$ cat config.mk
export PLATFORM = sky130hd
export DESIGN_NAME = exe_issue_sched_flat
export DESIGN_NICKNAME = d
export VERILOG_FILES = /design/src/rtl/exe_issue_sched_if.sv /design/src/rtl/exe_issue_sched.sv /design/src/flat_wrapper.sv
export SDC_FILE = /design/constraint.sdc
export NUM_CORES = 1
export LEC_CHECK = 0
export CAP_MARGIN = 20
export CORE_MARGIN = 5
export CORE_UTILIZATION = 38
export CTS_CLUSTER_DIAMETER = 60
export CTS_CLUSTER_SIZE = 30
export DETAILED_ROUTE_END_ITERATION = 10
export GPL_TIMING_DRIVEN = 1
export HOLD_SLACK_MARGIN = 0.08
export PLACE_DENSITY_LB_ADDON = 0.08
export SYNTH_ARGS = -nofsm -noshare
export SYNTH_HDL_FRONTEND = slang
export SYNTH_SLANG_ARGS = --single-unit
$ cat constraint.sdc
create_clock -name clk -period 2.63 [get_ports clk]
set_clock_uncertainty 0.1 [all_clocks]
set_input_delay 0.3945 -clock clk [delete_from_list [all_inputs] [get_ports clk]]
set_output_delay 0.3945 -clock clk [all_outputs]
set_load 0.02 [all_outputs]
$ cat src/rtl/exe_issue_sched_if.sv
// Issue-queue <-> scheduler handshake: request, kill, per-unit active-low grants, stall.
interface exe_issue_sched_if;
  logic       issue_e_;
  logic [2:0] issue_unit;
  logic       issue_miss;
  logic       issue_alu_;
  logic       issue_div_;
  logic       issue_fpu_;
  logic       issue_fdiv_;
  logic       issue_csr_;
  logic       issue_mem_;
  logic       issue_invalid_;
  logic       issue_stall;

  modport master (
    output issue_e_, issue_unit, issue_miss,
    input  issue_alu_, issue_div_, issue_fpu_, issue_fdiv_, issue_csr_, issue_mem_,
    input  issue_invalid_, issue_stall
  );

  modport slave (
    input  issue_e_, issue_unit, issue_miss,
    output issue_alu_, issue_div_, issue_fpu_, issue_fdiv_, issue_csr_, issue_mem_,
    output issue_invalid_, issue_stall
  );
endinterface

$ cat src/rtl/exe_issue_sched.sv
// Issue scheduler: decodes the target unit, grants only when the unit can accept,
// and tracks DIV/FDIV/CSR occupancy plus MEM in-flight credits.
module exe_issue_sched #(
  parameter  int MEM_OUTSTANDING = 4,
  localparam int MEM_CW          = $clog2(MEM_OUTSTANDING + 1)
) (
  input  logic                clk,
  input  logic                reset,
  exe_issue_sched_if.slave    iss,
  input  logic                div_done_,
  input  logic                fdiv_done_,
  input  logic                csr_done_,
  input  logic                mem_done_,
  output logic [3:0]          busy_vec,
  output logic [MEM_CW-1:0]   mem_cnt,
  output logic                sched_err
);

  typedef enum logic [2:0] {
    U_ALU  = 3'd0,
    U_DIV  = 3'd1,
    U_FPU  = 3'd2,
    U_FDIV = 3'd3,
    U_CSR  = 3'd4,
    U_MEM  = 3'd5
  } exe_unit_t;

  logic       div_busy, fdiv_busy, csr_busy;
  logic       mem_full, mem_empty;
  logic       req;
  logic [5:0] gnt;
  logic       invalid, stall;
  logic       mem_inc, mem_dec;
  logic       done_err;

  assign req       = !iss.issue_e_ && !iss.issue_miss;
  assign mem_full  = (mem_cnt == MEM_CW'(MEM_OUTSTANDING));
  assign mem_empty = (mem_cnt == '0);

  // Availability looks only at registered state so done pulses never reach grants
  // in the same cycle.
  always_comb begin
    gnt     = '0;
    invalid = 1'b0;
    stall   = 1'b0;
    if (reset) begin
      stall = 1'b1;
    end else if (req) begin
      unique case (iss.issue_unit)
        U_ALU:   if (!csr_busy) gnt[U_ALU] = 1'b1; else stall = 1'b1;
        U_FPU:   if (!csr_busy) gnt[U_FPU] = 1'b1; else stall = 1'b1;
        U_DIV:   if (!csr_busy && !div_busy) gnt[U_DIV] = 1'b1; else stall = 1'b1;
        U_FDIV:  if (!csr_busy && !fdiv_busy) gnt[U_FDIV] = 1'b1; else stall = 1'b1;
        U_MEM:   if (!csr_busy && !mem_full) gnt[U_MEM] = 1'b1; else stall = 1'b1;
        U_CSR:   if (!csr_busy && !div_busy && !fdiv_busy && mem_empty) gnt[U_CSR] = 1'b1;
                 else stall = 1'b1;
        default: invalid = 1'b1;
      endcase
    end
  end

  assign iss.issue_alu_     = ~gnt[U_ALU];
  assign iss.issue_div_     = ~gnt[U_DIV];
  assign iss.issue_fpu_     = ~gnt[U_FPU];
  assign iss.issue_fdiv_    = ~gnt[U_FDIV];
  assign iss.issue_csr_     = ~gnt[U_CSR];
  assign iss.issue_mem_     = ~gnt[U_MEM];
  assign iss.issue_invalid_ = ~invalid;
  assign iss.issue_stall    = stall;

  assign mem_inc = gnt[U_MEM];
  assign mem_dec = !mem_done_ && !mem_empty;

  // A grant is only possible on an idle unit, so a coinciding done is always an
  // idle-unit done and lands here too.
  assign done_err = (!div_done_  && !div_busy)  ||
                    (!fdiv_done_ && !fdiv_busy) ||
                    (!csr_done_  && !csr_busy)  ||
                    (!mem_done_  && mem_empty);

  always_ff @(posedge clk) begin
    if (reset) begin
      div_busy  <= 1'b0;
      fdiv_busy <= 1'b0;
      csr_busy  <= 1'b0;
      mem_cnt   <= '0;
      sched_err <= 1'b0;
    end else begin
      if (gnt[U_DIV])       div_busy  <= 1'b1;
      else if (!div_done_)  div_busy  <= 1'b0;
      if (gnt[U_FDIV])      fdiv_busy <= 1'b1;
      else if (!fdiv_done_) fdiv_busy <= 1'b0;
      if (gnt[U_CSR])       csr_busy  <= 1'b1;
      else if (!csr_done_)  csr_busy  <= 1'b0;
      if (mem_inc && !mem_dec)      mem_cnt <= mem_cnt + MEM_CW'(1);
      else if (!mem_inc && mem_dec) mem_cnt <= mem_cnt - MEM_CW'(1);
      if (done_err) sched_err <= 1'b1;
    end
  end

  assign busy_vec = {csr_busy, mem_full, fdiv_busy, div_busy};

endmodule

$ cat src/flat_wrapper.sv
// flat-port wrapper written by rule: the top's interface ports become plain ports
module exe_issue_sched_flat 
#(
  parameter  int MEM_OUTSTANDING = 4,
  localparam int MEM_CW          = $clog2(MEM_OUTSTANDING + 1)
)
  (clk, reset, div_done_, fdiv_done_, csr_done_, mem_done_, busy_vec, mem_cnt, sched_err, iss_issue_e_, iss_issue_unit, iss_issue_miss, iss_issue_alu_, iss_issue_div_, iss_issue_fpu_, iss_issue_fdiv_, iss_issue_csr_, iss_issue_mem_, iss_issue_invalid_, iss_issue_stall);
  exe_issue_sched_if iss_i ();
  input  logic clk;
  input  logic reset;
  input  logic div_done_;
  input  logic fdiv_done_;
  input  logic csr_done_;
  input  logic mem_done_;
  output logic [3:0] busy_vec;
  output logic [MEM_CW-1:0] mem_cnt;
  output logic sched_err;
  input wire logic [$bits(iss_i.issue_e_)-1:0] iss_issue_e_;
  input wire logic [$bits(iss_i.issue_unit)-1:0] iss_issue_unit;
  input wire logic [$bits(iss_i.issue_miss)-1:0] iss_issue_miss;
  output wire logic [$bits(iss_i.issue_alu_)-1:0] iss_issue_alu_;
  output wire logic [$bits(iss_i.issue_div_)-1:0] iss_issue_div_;
  output wire logic [$bits(iss_i.issue_fpu_)-1:0] iss_issue_fpu_;
  output wire logic [$bits(iss_i.issue_fdiv_)-1:0] iss_issue_fdiv_;
  output wire logic [$bits(iss_i.issue_csr_)-1:0] iss_issue_csr_;
  output wire logic [$bits(iss_i.issue_mem_)-1:0] iss_issue_mem_;
  output wire logic [$bits(iss_i.issue_invalid_)-1:0] iss_issue_invalid_;
  output wire logic [$bits(iss_i.issue_stall)-1:0] iss_issue_stall;
  assign iss_i.issue_e_ = iss_issue_e_;
  assign iss_i.issue_unit = iss_issue_unit;
  assign iss_i.issue_miss = iss_issue_miss;
  assign iss_issue_alu_ = iss_i.issue_alu_;
  assign iss_issue_div_ = iss_i.issue_div_;
  assign iss_issue_fpu_ = iss_i.issue_fpu_;
  assign iss_issue_fdiv_ = iss_i.issue_fdiv_;
  assign iss_issue_csr_ = iss_i.issue_csr_;
  assign iss_issue_mem_ = iss_i.issue_mem_;
  assign iss_issue_invalid_ = iss_i.issue_invalid_;
  assign iss_issue_stall = iss_i.issue_stall;
  exe_issue_sched #(.MEM_OUTSTANDING(MEM_OUTSTANDING)) u_core (.clk(clk), .reset(reset), .iss(iss_i), .div_done_(div_done_), .fdiv_done_(fdiv_done_), .csr_done_(csr_done_), .mem_done_(mem_done_), .busy_vec(busy_vec), .mem_cnt(mem_cnt), .sched_err(sched_err));
endmodule
==> results of run 1 <==
## kinds of logic after synthesis
group,Yosys count
compound gates,10
xor+xnor,2
fa+ha+maj,2
buf+inv,9
flops,7
mux,2
simple gates,31
## final cells by class
cell class / instances / area, um^2
Inverter: 4 / 15.0
Fill cell: 115 / 389
Sequential cell: 7 / 140
Clock buffer: 4 / 26.3
Timing Repair Buffer: 41 / 380
Multi-Input combinational cell: 47 / 348
Tap cell: 15 / 18.8
## worst max-delay path by stage
stage	end	from	depth (start not counted)	slack, ps
3_5_place_dp	u_core.mem_cnt[2]	iss_issue_miss	10	-160
6_report	iss_issue_stall	u_core.mem_cnt[1]	4	160
4_1_cts	iss_issue_alu_	iss_issue_miss	6	30
2_1_floorplan	u_core.mem_cnt[2]	iss_issue_miss	9	230
5_1_grt	u_core.mem_cnt[2]	iss_issue_unit[2]	10	30
3_3_place_gp	u_core.mem_cnt[2]	iss_issue_miss	10	-130
## timing repair
| item | 4_1_cts | 5_1_grt |
|---|---|---|
| resized for setup | 3 | 5 |
| pin swaps | 0 | 3 |
| endpoints found under the setup margin | 4 | 3 |
## critical path: cells and delay by family (launching register included)
kind | cells | cell delay, ps
DFF | 1 | 360
and+or+nand+nor | 1 | 550
AOI/OAI and AO/OA | 2 | 470
buffers and inverters | 1 | 320
## synth_stat cells (2+ instances only)
library cell | n | area, um^2
dfxtp_1 | 7 | 140
nand2_1 | 4 | 15.0
xor2_1 | 2 | 17.5
inv_1 | 4 | 15.0
nand4b_1 | 2 | 17.5
nor3_1 | 2 | 10.0
nand3b_1 | 3 | 22.5
nor2_1 | 6 | 22.5
o22ai_1 | 2 | 12.5
nor2b_1 | 2 | 12.5
buf_4 | 4 | 30.0
a21oi_1 | 4 | 20.0
or3_1 | 3 | 18.8
## power groups by stage
stage                     logic, mW  registers, mW  clock network, mW
after floorplan               0.172          0.183                  0
after global placement        0.317          0.162                  0
after detailed placement      0.316          0.163                  0
after CTS                     0.320          0.160              0.103
after global routing          0.354          0.167              0.109
final                         0.323          0.160             0.0991
## metrics by stage
| step | util, % | hold WS [ps] | setup TNS (ps) | setup slack (ps) |
|---|---|---|---|---|
| final | 70.5 | 392 | 0 | 161 |
| after global routing | 70.5 | 473 | 0 | 33.5 |
| after CTS | 69.4 | 397 | 0 | 29.8 |
| after detailed placement | 67.2 | 372 | -370 | -162 |
| after global placement | 67.2 | 372 | -297 | -131 |
| after floorplan | - | 395 | 0 | 234 |
## routing by layer
metal / wire (um) / vias to the layer above / GRT usage [%] / share of wire (%)
li1: - / 305 / - / -
met1: 671 / 258 / 19.7 / 45
met2: 633 / 21 / 22.5 / 42
met3: 168 / 4 / 4.21 / 11
met4: 24 / 0 / 8.29 / 1.6
met5: 0 / - / 0 / 0
## flip-flops by register name (all words and copies together), names as in the netlist
register and flops:
u_core.mem_cnt 3, u_core.fdiv_busy 1, u_core.sched_err 1, u_core.csr_busy 1, u_core.div_busy 1
==> out/results.tsv, run 1 <==
metric	value	unit
cell count after synthesis	63	
fraction of registers with async set/reset	0	%
initial antenna violation count	0	
Cells on Worst Hold Path	2	
GRT Overall Usage	15.2	%
Horiz. Die Dim	47.3	um
sw power	0.228	mW
share of cells above drive strength 1	24.3	%
CTS tree	done	
clk buf depth	2	
Leak	0.399	nW
arrival time worst endpoint	1970	ps
vias per cell	4.98	
Cell Area, Placed	886	um^2
Pwr per Cell Area	627	nW/um^2
clock sinks	7	
Reg clk slew, reported paths	60	ps
largest family of logic cells by synthesized area	simple AND/OR/NAND/NOR gates	
RSZ-0062 raised after global routing	false	
htree depth	1	
reg-to-reg startpoint	u_core.csr_busy	
Top Ports	27	
Remaining Overflow, GRT	0	
library cells used by synthesis	31	
dpl cells	114	
cell area after layout	928	um^2
Root Driver	clkbuf_4	
die boundary height	47.3	um
critical path cell sequence	or4_4 > a2111oi_4 > o22ai_1 > dlygate4sd2_1	
Sw Share	39.1	%
critical path launch point type	register	
Compound-Gate Fraction of Synth Area	15.4	%
Antenna Cells	0	
Tcrit/Tclk final	93.9	%
Final min period	2470	ps
Vias	588	
Post-DRT Antenna Nets	0	
total CTS buffers	3	
Avg Cell Area, Syn	8.40	um^2
Worst Path Required	2140	ps
final hold violation count	0	
Power Total	0.582	mW
status	finished clean	
internal reg-to-reg setup slack	340	ps
setup bufs post-CTS	0	
register area share after synthesis	26.5	%
Syn Nets	76	
DR iter-0 viols	22	
mux cell area share after synthesis	4.02	%
FP Rows	13	
yosys warns	0	
Layout Area Growth over Synthesis	75.4	%
worst slew pin tran	367	ps
drt pass-1 iters	4	
CTS Hold Bufs	0	
XOR/XNOR Fraction of Synth Area	3.31	%
Synth Area in Simple Gates	35.2	%
reg2reg end	u_core.mem_cnt[2]	
Clock power frac	17.0	%
port bufs	26	
Initial Util	40.2	%
critical path class	register to output port	
slowest stage cell, crit path	or4_4	
Worst-Skew Late Latency	250	ps
vias in the first global route	553	
GP Congestion	0.819	
commonest non-fill, non-tap cell in the layout	clkdlybuf4s50_1	
Comb pwr share	55.4	%
drc violations	0	
hold_sp	u_core.sched_err	
Max Slew Vio Count	0	
Post-synth EDFFs	0	
die area	2240	um^2
Max FO, Critical Path	6	
fmax	405	MHz
final setup fails	0	
Layout Cells excl Fill	118	
mapped cell area	529	um^2
slowest stage delay, CP	550	ps
layout net count	117	
slew margin rel.	74.9	%
hold endpoint	u_core.sched_err	
register share of total power	27.5	%
global-route wire length before repair	2.36	mm
crit end category	output port	
largest net degree at the start of global routing	11	
ys flop type	dfxtp_1	
reg2reg path depth	9	
# Max-Cap Violations	0	
post-synthesis register bit count	7	
hpwl dp	1.18	mm
Routed WL	1.50	mm
Core ar.	1320	um^2
most frequent cells in the layout	20 x clkdlybuf4s50_1, 15 x buf_4, 7 x dfxtp_1, 6 x nor2_1	
Hold Crit Class	register to register	
Post-Synth Adder-Cell Area	6.15	%
wire per inst	12.7	um
VDD IR max	0.000664	V
P_int	0.354	mW
(Power assumes the default switching activity.)
==> run 2: changes to the inputs <==
--- a/config.mk
+++ b/config.mk
@@ -6,12 +6,10 @@
 export NUM_CORES = 1
 export LEC_CHECK = 0
 export CAP_MARGIN = 20
-export CORE_MARGIN = 5
 export CORE_UTILIZATION = 38
 export CTS_CLUSTER_DIAMETER = 60
 export CTS_CLUSTER_SIZE = 30
 export DETAILED_ROUTE_END_ITERATION = 10
-export GPL_TIMING_DRIVEN = 1
 export HOLD_SLACK_MARGIN = 0.08
 export PLACE_DENSITY_LB_ADDON = 0.08
 export SYNTH_ARGS = -nofsm -noshare
==> out/results.tsv, run 2 (synthesis results as in run 1) <==
metric	value	unit	change
fmax	400	MHz	was 405 MHz
Vias	595		was 588
Tcrit/Tclk final	95.0	%	was 93.9%
Largest register FFs	3		unchanged
htree depth	1		unchanged
GRT Overall Usage	22.7	%	was 15.2%
Cells on Worst Hold Path	2		unchanged
WP buf/inv	3		was 1
Remaining Overflow, GRT	0		unchanged
critical path cell sequence	clkdlybuf4s50_1 > nor4_2 > buf_4 > nand3b_1 > or3_1 > dlygate4sd2_1		was or4_4 > a2111oi_4 > o22ai_1 > dlygate4sd2_1
Antenna Cells	0		unchanged
clock sinks	7		unchanged
Post-DRT Antenna Nets	0		unchanged
die area	1550	um^2	was 2240 um^2
Setup WS post-layout	130	ps	was 161 ps
CTS Hold Bufs	0		unchanged
Hold Crit Class	register to register		unchanged
Max FO, Critical Path	4		was 6
Max Slew Vio Count	0		unchanged
status	finished clean		unchanged
worst slew pin tran	395	ps	was 367 ps
drt pass-1 iters	4		unchanged
Leak	0.371	nW	was 0.399 nW
Initial Util	40.7	%	was 40.2%
WP depth	6		was 4
Power Total	0.584	mW	was 0.582 mW
final setup fails	0		unchanged
final hold violation count	0		unchanged
cell family with most CP delay	buffers and inverters		was simple AND/OR/NAND/NOR gates
# Max-Cap Violations	0		unchanged
Top Ports	27		unchanged
layout net count	116		was 117
Core ar.	1300	um^2	was 1320 um^2
Reg clk slew, reported paths	60	ps	about the same
hpwl dp	1.18	mm	about the same
GP Congestion	0.750		was 0.819
Worst-Skew Late Latency	260	ps	was 250 ps
Seq. cell area	140	um^2	unchanged
slew margin rel.	73.0	%	was 74.9%
Horiz. Die Dim	39.3	um	was 47.3 um
largest net degree at the start of global routing	11		unchanged
critical path class	input pin to output port		was register to output port
setup bufs post-CTS	0		unchanged
commonest non-fill, non-tap cell in the layout	clkdlybuf4s50_1		unchanged
DR iter-0 viols	12		was 22
FP Rows	13		unchanged
global-route wire length before repair	2.29	mm	was 2.36 mm
initial antenna violation count	0		unchanged
Multi-input gate area	354	um^2	was 348 um^2
worst hold slack	395	ps	was 392 ps
die boundary height	39.3	um	was 47.3 um
RSZ-0062 raised after global routing	false		unchanged
Layout Area Growth over Synthesis	73.5	%	was 75.4%
Routed WL	1.51	mm	was 1.50 mm
arrival time worst endpoint	2010	ps	was 1970 ps
wire per inst	12.9	um	was 12.7 um
Pwr per Cell Area	636	nW/um^2	was 627 nW/um^2
Largest Register	u_core.mem_cnt		unchanged
crit end category	output port		unchanged
critical path launch point type	input pin		was register
reg2reg path depth	9		unchanged
Layout Utilization	70.6	%	was 70.5%
most frequent cells in the layout	22 x clkdlybuf4s50_1, 14 x buf_4, 7 x dfxtp_1, 6 x nor2_1		was 20 x clkdlybuf4s50_1, 15 x buf_4, 7 x dfxtp_1, 6 x nor2_1
total CTS buffers	3		unchanged
slowest stage delay, CP	430	ps	was 550 ps
share of cells above drive strength 1	25.5	%	was 24.3%
slowest stage cell, crit path	clkdlybuf4s50_1		was or4_4
Root Driver	clkbuf_4		unchanged
port bufs	26		unchanged
Layout fillers	110		was 115
clk buf depth	2		unchanged
Worst Path Required	2140	ps	about the same
CTS tree	done		unchanged
vias per cell	5.09		was 4.98
VDD IR max	0.000490	V	was 0.000664 V
drc violations	0		unchanged
Final min period	2500	ps	was 2470 ps
vias in the first global route	499		was 553
pre-CTS setup slack	-192	ps	was -162 ps
run 2: cell type report:
class / instances / area share, %
flip-flops and latches: 7 / 15.3
well taps: 15 / 2.04
multi-input cells: 47 / 38.6
clock buffers: 4 / 2.86
inverters: 4 / 1.63
repair buffers: 40 / 39.6
run 2: power by group:
| group | internal [mW] | total (mW) | switching [mW] |
|---|---|---|---|
| registers | 0.128 | 0.149 | 0.0215 |
| logic | 0.169 | 0.331 | 0.162 |
| clock network | 0.0583 | 0.104 | 0.0453 |
run 2: worst paths after layout:
| kind | from | endpoint | slack, ps |
|---|---|---|---|
| hold / removal | u_core.sched_err | u_core.sched_err | 400 |
| setup reg to reg | u_core.csr_busy | u_core.mem_cnt[2] | 380 |
| setup / recovery | reset | iss_issue_div_ | 130 |
| hold reg to reg | u_core.sched_err | u_core.sched_err | 400 |
run 2: routing by layer:
metal	global-route usage, %	part of all wire [%]	vias up
met2	37.9	49	20
met5	0	0	-
li1	-	-	305
met1	27.3	45	268
met4	5.17	0.26	0
met3	8.52	5.7	2
run 2: per-stage QoR:
step	instance area, um^2	TNS (ps)	instances
finish	918	0	117
global route	918	0	117
CTS	906	0	117
detailed placement	878	-429	113
global placement	878	-359	113
floorplan	529	0	63
run 2: worst register-to-register path: stages (launching register included):
cell and delay [ps]:
dfxtp_1 320, nor4_2 290, and2_1 180, and3_4 180, ha_2 170, inv_1 50, fa_2 330, xor2_1 150
or3_1 300, a21oi_1 120
run 2: repair_timing:
action / 4_1_cts / 5_1_grt
endpoints found under the setup margin: 4 / 3
pin swaps: 0 / 3
resized for setup: 4 / 4
